==> src/rtl/serial_adder.sv <==
// serial_adder: bit-serial adder, one result bit per clock, LSB first.
// The operands are captured when start is accepted. WIDTH edges of SHIFT
// follow, then one DONE cycle that pulses done. The result ({cout,sum}) is
// held until the next completion.
// Optional feature: define SERIAL_ADDER_SUB_EN to add a 'sub' input. When sub
// is high, the block computes a - b as a + ~b + 1.
module serial_adder #(
    parameter int WIDTH = 8
) (
    input  logic             clk,
    input  logic             rst_n,
    input  logic             start,
    input  logic [WIDTH-1:0] a,
    input  logic [WIDTH-1:0] b,
    input  logic             cin,
`ifdef SERIAL_ADDER_SUB_EN
    input  logic             sub,
`endif
    output logic             busy,
    output logic             done,
    output logic [WIDTH-1:0] sum,
    output logic             cout
);

    // Counter just wide enough to reach WIDTH-1 (WIDTH >= 2 keeps this >= 1).
    localparam int CW = $clog2(WIDTH);
    localparam logic [CW-1:0] LAST_COUNT = CW'(WIDTH - 1);

    typedef enum logic [1:0] {
        IDLE  = 2'd0,
        SHIFT = 2'd1,
        DONE  = 2'd2
    } state_t;

    state_t state_reg;
    state_t state_next;

    // Datapath state
    logic [WIDTH-1:0] a_reg;
    logic [WIDTH-1:0] b_reg;
    logic [WIDTH-1:0] result_reg;
    logic [WIDTH-1:0] sum_reg;
    logic             carry_reg;
    logic             cout_reg;
    logic [CW-1:0]    count_reg;

    // Control decode
    logic accept;
    logic shift_en;
    logic last_bit;

    // Capture-time values: B may be inverted and the carry forced when
    // subtracting.
    logic             sub_sel;
    logic [WIDTH-1:0] b_load;
    logic             carry_load;

    // One-bit full adder on the current LSBs
    logic             bit_sum;
    logic             bit_carry;
    logic [WIDTH-1:0] result_next;

`ifdef SERIAL_ADDER_SUB_EN
    assign sub_sel = sub;
`else
    assign sub_sel = 1'b0;
`endif

    // Conditional per-bit inversion of B for subtraction
    genvar gi;
    generate
        for (gi = 0; gi < WIDTH; gi = gi + 1) begin : g_b_load
            assign b_load[gi] = b[gi] ^ sub_sel;
        end
    endgenerate

    // Two's-complement subtract needs the +1, and it overrides cin.
    assign carry_load = sub_sel ? 1'b1 : cin;

    assign accept   = (state_reg == IDLE) && start;
    assign shift_en = (state_reg == SHIFT);
    assign last_bit = shift_en && (count_reg == LAST_COUNT);

    assign bit_sum     = a_reg[0] ^ b_reg[0] ^ carry_reg;
    assign bit_carry   = (a_reg[0] & b_reg[0]) | (a_reg[0] & carry_reg) | (b_reg[0] & carry_reg);
    assign result_next = {bit_sum, result_reg[WIDTH-1:1]};

    // State register
    always_ff @(posedge clk or negedge rst_n) begin
        if (!rst_n) begin
            state_reg <= IDLE;
        end else begin
            state_reg <= state_next;
        end
    end

    // Next-state logic: start only matters in IDLE; DONE always lasts one cycle
    always_comb begin
        state_next = state_reg;
        case (state_reg)
            IDLE:    if (start) state_next = SHIFT;
            SHIFT:   if (count_reg == LAST_COUNT) state_next = DONE;
            DONE:    state_next = IDLE;
            default: state_next = IDLE;
        endcase
    end

    // Output decode from state
    always_comb begin
        busy = 1'b0;
        done = 1'b0;
        case (state_reg)
            SHIFT: busy = 1'b1;
            DONE: begin
                busy = 1'b1;
                done = 1'b1;
            end
            default: begin
                busy = 1'b0;
                done = 1'b0;
            end
        endcase
    end

    // Operand shift registers: load on accept, shift right each SHIFT edge
    always_ff @(posedge clk or negedge rst_n) begin
        if (!rst_n) begin
            a_reg <= '0;
            b_reg <= '0;
        end else if (accept) begin
            a_reg <= a;
            b_reg <= b_load;
        end else if (shift_en) begin
            a_reg <= a_reg >> 1;
            b_reg <= b_reg >> 1;
        end
    end

    // Carry flop and bit counter
    always_ff @(posedge clk or negedge rst_n) begin
        if (!rst_n) begin
            carry_reg <= 1'b0;
            count_reg <= '0;
        end else if (accept) begin
            carry_reg <= carry_load;
            count_reg <= '0;
        end else if (shift_en) begin
            carry_reg <= bit_carry;
            count_reg <= count_reg + CW'(1);
        end
    end

    // Result shift register: each new sum bit enters at the MSB
    always_ff @(posedge clk or negedge rst_n) begin
        if (!rst_n) begin
            result_reg <= '0;
        end else if (shift_en) begin
            result_reg <= result_next;
        end
    end

    // Published result: updated only on the edge entering DONE, held otherwise
    always_ff @(posedge clk or negedge rst_n) begin
        if (!rst_n) begin
            sum_reg  <= '0;
            cout_reg <= 1'b0;
        end else if (last_bit) begin
            sum_reg  <= result_next;
            cout_reg <= bit_carry;
        end
    end

    assign sum  = sum_reg;
    assign cout = cout_reg;

endmodule

==> config.mk <==
export PLATFORM = sky130hd
export DESIGN_NAME = serial_adder
export DESIGN_NICKNAME = d
export VERILOG_FILES = /design/src/rtl/serial_adder.sv
export SDC_FILE = /design/constraint.sdc
export NUM_CORES = 1
export LEC_CHECK = 0
export CAP_MARGIN = 20
export CORE_MARGIN = 4
export CORE_UTILIZATION = 40
export CTS_CLUSTER_SIZE = 30
export DETAILED_ROUTE_END_ITERATION = 12
export PLACE_DENSITY = 0.64
export SLEW_MARGIN = 15
export SYNTH_ARGS = -nofsm -noshare
export SYNTH_HDL_FRONTEND = slang
export SYNTH_SLANG_ARGS = --single-unit
==> constraint.sdc <==
create_clock -name clk -period 2.79 [get_ports clk]
set_clock_uncertainty 0.2 [all_clocks]
set_input_delay 0.4185 -clock clk [delete_from_list [all_inputs] [get_ports clk]]
set_output_delay 0.4185 -clock clk [all_outputs]
set_load 0.05 [all_outputs]
==> reports/metrics.cfg <==
[synthesis]
netlist.area_leader.share = 0.566
netlist_area_um2 = 1680
synth_nets = 162
synthArstFlopShare = 1.00
synth_most_common_cell = dfrtp_1
yosysWarnings = 0
synthTopCellsByCount = 38 x dfrtp_1, 18 x o21ai_1, 17 x mux2_1, 17 x mux2i_1, 17 x nand2_1
yosys-top-cells-area = dfrtp_1 57%, mux2_1 11%, mux2i_1 10%
ys_seq_area_frac = 0.566
synth_ff_type = dfrtp_1
synth_compound_area_frac = 0.0611
synth-adder-area-share = 0.0566
yosysUniqueCellTypes = 18
synthMuxAreaShare = 0.215
synth_top_family_by_area = multiplexers
synth-simple-area-share = 0.0663
synthCells = 135
synth_edf_count = 0
synth_xor_area_frac = 0.00522
avgSynthCellArea_um2 = 12.4
ys_ff_latch = 38
synth_top_cell_by_area = dfrtp_1

[clock_tree]
clk_pin_slew_ns = 0.07
clock_latency_ns = 0.29
cts-root-buf = clkbuf_8
htree_levels = 2
cts_resized = 0
clkSinkCount = 38
numCtsBuffers = 5
cts_tree = done
post-cts-setup-buffers = 0
postCtsHoldBufs = 0
cts.path.max_buffers = 2

[timing]
final_hold_viol_count = 0
setup_viol = 0
period_share = 0.868
min_period_ns = 2.42
slew_headroom = 0.459
finalSetupTns_ns = 0
drv_slew = 0
worstMarginPinSlew_ns = 0.811
rsz0062_at_grt = no
fmax_mhz = 413

[floorplan]
start_util = 0.417
die_w_um = 72.8
dieHeight_um = 72.8
core_um2 = 4030
rows = 23
boundaryPins = 31
die-area_um2 = 5300

[placement]
io_buffers = 30
hpwl_mm = 1.91
gp_congestion = 0.699
dp.cells = 210

[routing]
totalWireLength_mm = 2.73
viasPerCell = 4.92
ant_nets = 0
dr.pass1.iters = 4
wire_per_inst_um = 12.6
drtIter0Drc = 41
drc_errors = 0
routed-via-count = 1062

[pwr]
p_sw_uw = 843
powerDensity_nw_per_um2 = 1080
p_leak_nw = 0.977
clkPwrFrac = 0.160
irDropWorstVdd_uv = 350
internal_power_mw = 1.41
p_seq_frac = 0.407
power_frac_comb = 0.432
p_sw_frac = 0.374

[critical_path]
path_class = reg -> out
cp_max_fo = 3
cp_top_family = buffers and inverters
crit_chain = inv_1, ha_1, clkdlybuf4s50_1
crit_path_max_incr_delay_ns = 0.80
critical_path_buf_inv_count = 2
required_ns = 2.17
cp_slowest_cell = clkdlybuf4s50_1
crit_cells = 3
cp-start-kind = flip-flop
reg2reg_depth = 5
end_kind = output pin
worst_ep_arrival_time_ns = 1.80

[grt]
grtUsageTotal = 0.116
gr-total-overflow = 0
grt_max_degree = 39
grt_pass1_wl_mm = 4.73
grt_pass1_vias = 1089
antenna_found_initial = 0

[final_layout]
drive_above_1_share = 0.0602
final-seq-area_um2 = 951
multiInputGateArea_um2 = 679
layoutNonFillerInstCount = 216
num_antenna_cells = 0
final_core_util = 0.520
area_growth_pct = 24.9
nFillCells = 361
num-nets-final = 194

[run_status]
status = finished clean

[min_path]
hold_class = in -> async

[flow_run]
maxCapViolations = 0

logic make-up (layout without fill, tap and decap cells):
kind of cell,after synthesis,after routing
xor+xnor,1,1
mux,34,34
compound gates,20,20
simple gates,25,25
fa+ha+maj,7,7
flops,38,38
buf+inv,10,41
power groups by stage:
stage	sequential, mW	clock (mW)	combinational [mW]
floorplan	1.04	0	0.630
global route	0.947	0.404	1.08
global placement	0.923	0	0.951
detailed placement	0.936	0	0.990
finish	0.919	0.362	0.975
CTS	0.925	0.378	0.992
layout make-up:
| cell class | count | share of cell area |
|---|---|---|
| Clock buffer | 6 | 0.0394 |
| Multi-Input combinational cell | 87 | 0.324 |
| Inverter | 3 | 0.00537 |
| Timing Repair Buffer | 32 | 0.148 |
| Tap cell | 50 | 0.0298 |
| Sequential cell | 38 | 0.453 |
through the flow:
step | power [mW] | area, um2 | setup WS [ns] | hold WS [ns]
after floorplan | 1.67 | 1680 | 1.22 | -0.0771
after global placement | 1.87 | 2010 | 0.702 | 0.264
after detailed placement | 1.93 | 2010 | 0.646 | 0.281
after CTS | 2.30 | 2100 | 0.333 | 0.0558
after global routing | 2.43 | 2100 | 0.287 | 0.105
final | 2.26 | 2100 | 0.367 | 0.0294
final timing paths:
check	from	endpoint	slack (ns)
max	state_reg[0]$_DFFE_PN0P_	busy	0.37
min	rst_n	carry_reg$_DFFE_PN0P_	0.03
max reg2reg	state_reg[1]$_DFFE_PN0P_	sum[1]$_DFFE_PN0P_	0.86
min reg2reg	result_reg[1]$_DFFE_PN0P_	result_reg[1]$_DFFE_PN0P_	0.29
max in group asynchronous	rst_n	state_reg[0]$_DFFE_PN0P_	1.85
min in group clk	result_reg[1]$_DFFE_PN0P_	result_reg[1]$_DFFE_PN0P_	0.29
layer usage:
| layer | vias up | GRT usage | routed length [um] |
|---|---|---|---|
| met4 | 0 | 0.0430 | 43 |
| li1 | 517 | - | - |
| met1 | 513 | 0.130 | 1180 |
| met2 | 26 | 0.199 | 1330 |
| met5 | - | 0 | 0 |
| met3 | 6 | 0.0468 | 179 |
cell usage in the layout (no fill, tap or decap):
| cell type | netlist | layout |
|---|---|---|
| clkdlybuf4s50_1 | 0 | 29 |
| xnor2_1 | 1 | 1 |
| inv_1 | 3 | 3 |
| nor2b_1 | 1 | 1 |
| o21a_1 | 1 | 1 |
| a21oi_1 | 1 | 1 |
| buf_4 | 1 | 2 |
| and2_1 | 1 | 1 |
| nor2_1 | 3 | 3 |
| mux2_1 | 17 | 17 |
| o21ai_1 | 18 | 18 |
| dfrtp_1 | 38 | 38 |
| clkbuf_8 | 0 | 6 |
| buf_2 | 6 | 1 |
| nand2_4 | 1 | 1 |
| nand2_1 | 17 | 17 |
| nand2b_1 | 2 | 2 |
| mux2i_1 | 17 | 17 |
| ha_1 | 6 | 6 |
| fa_1 | 1 | 1 |
No activity file was read; power rests on OpenSTA's default activity.
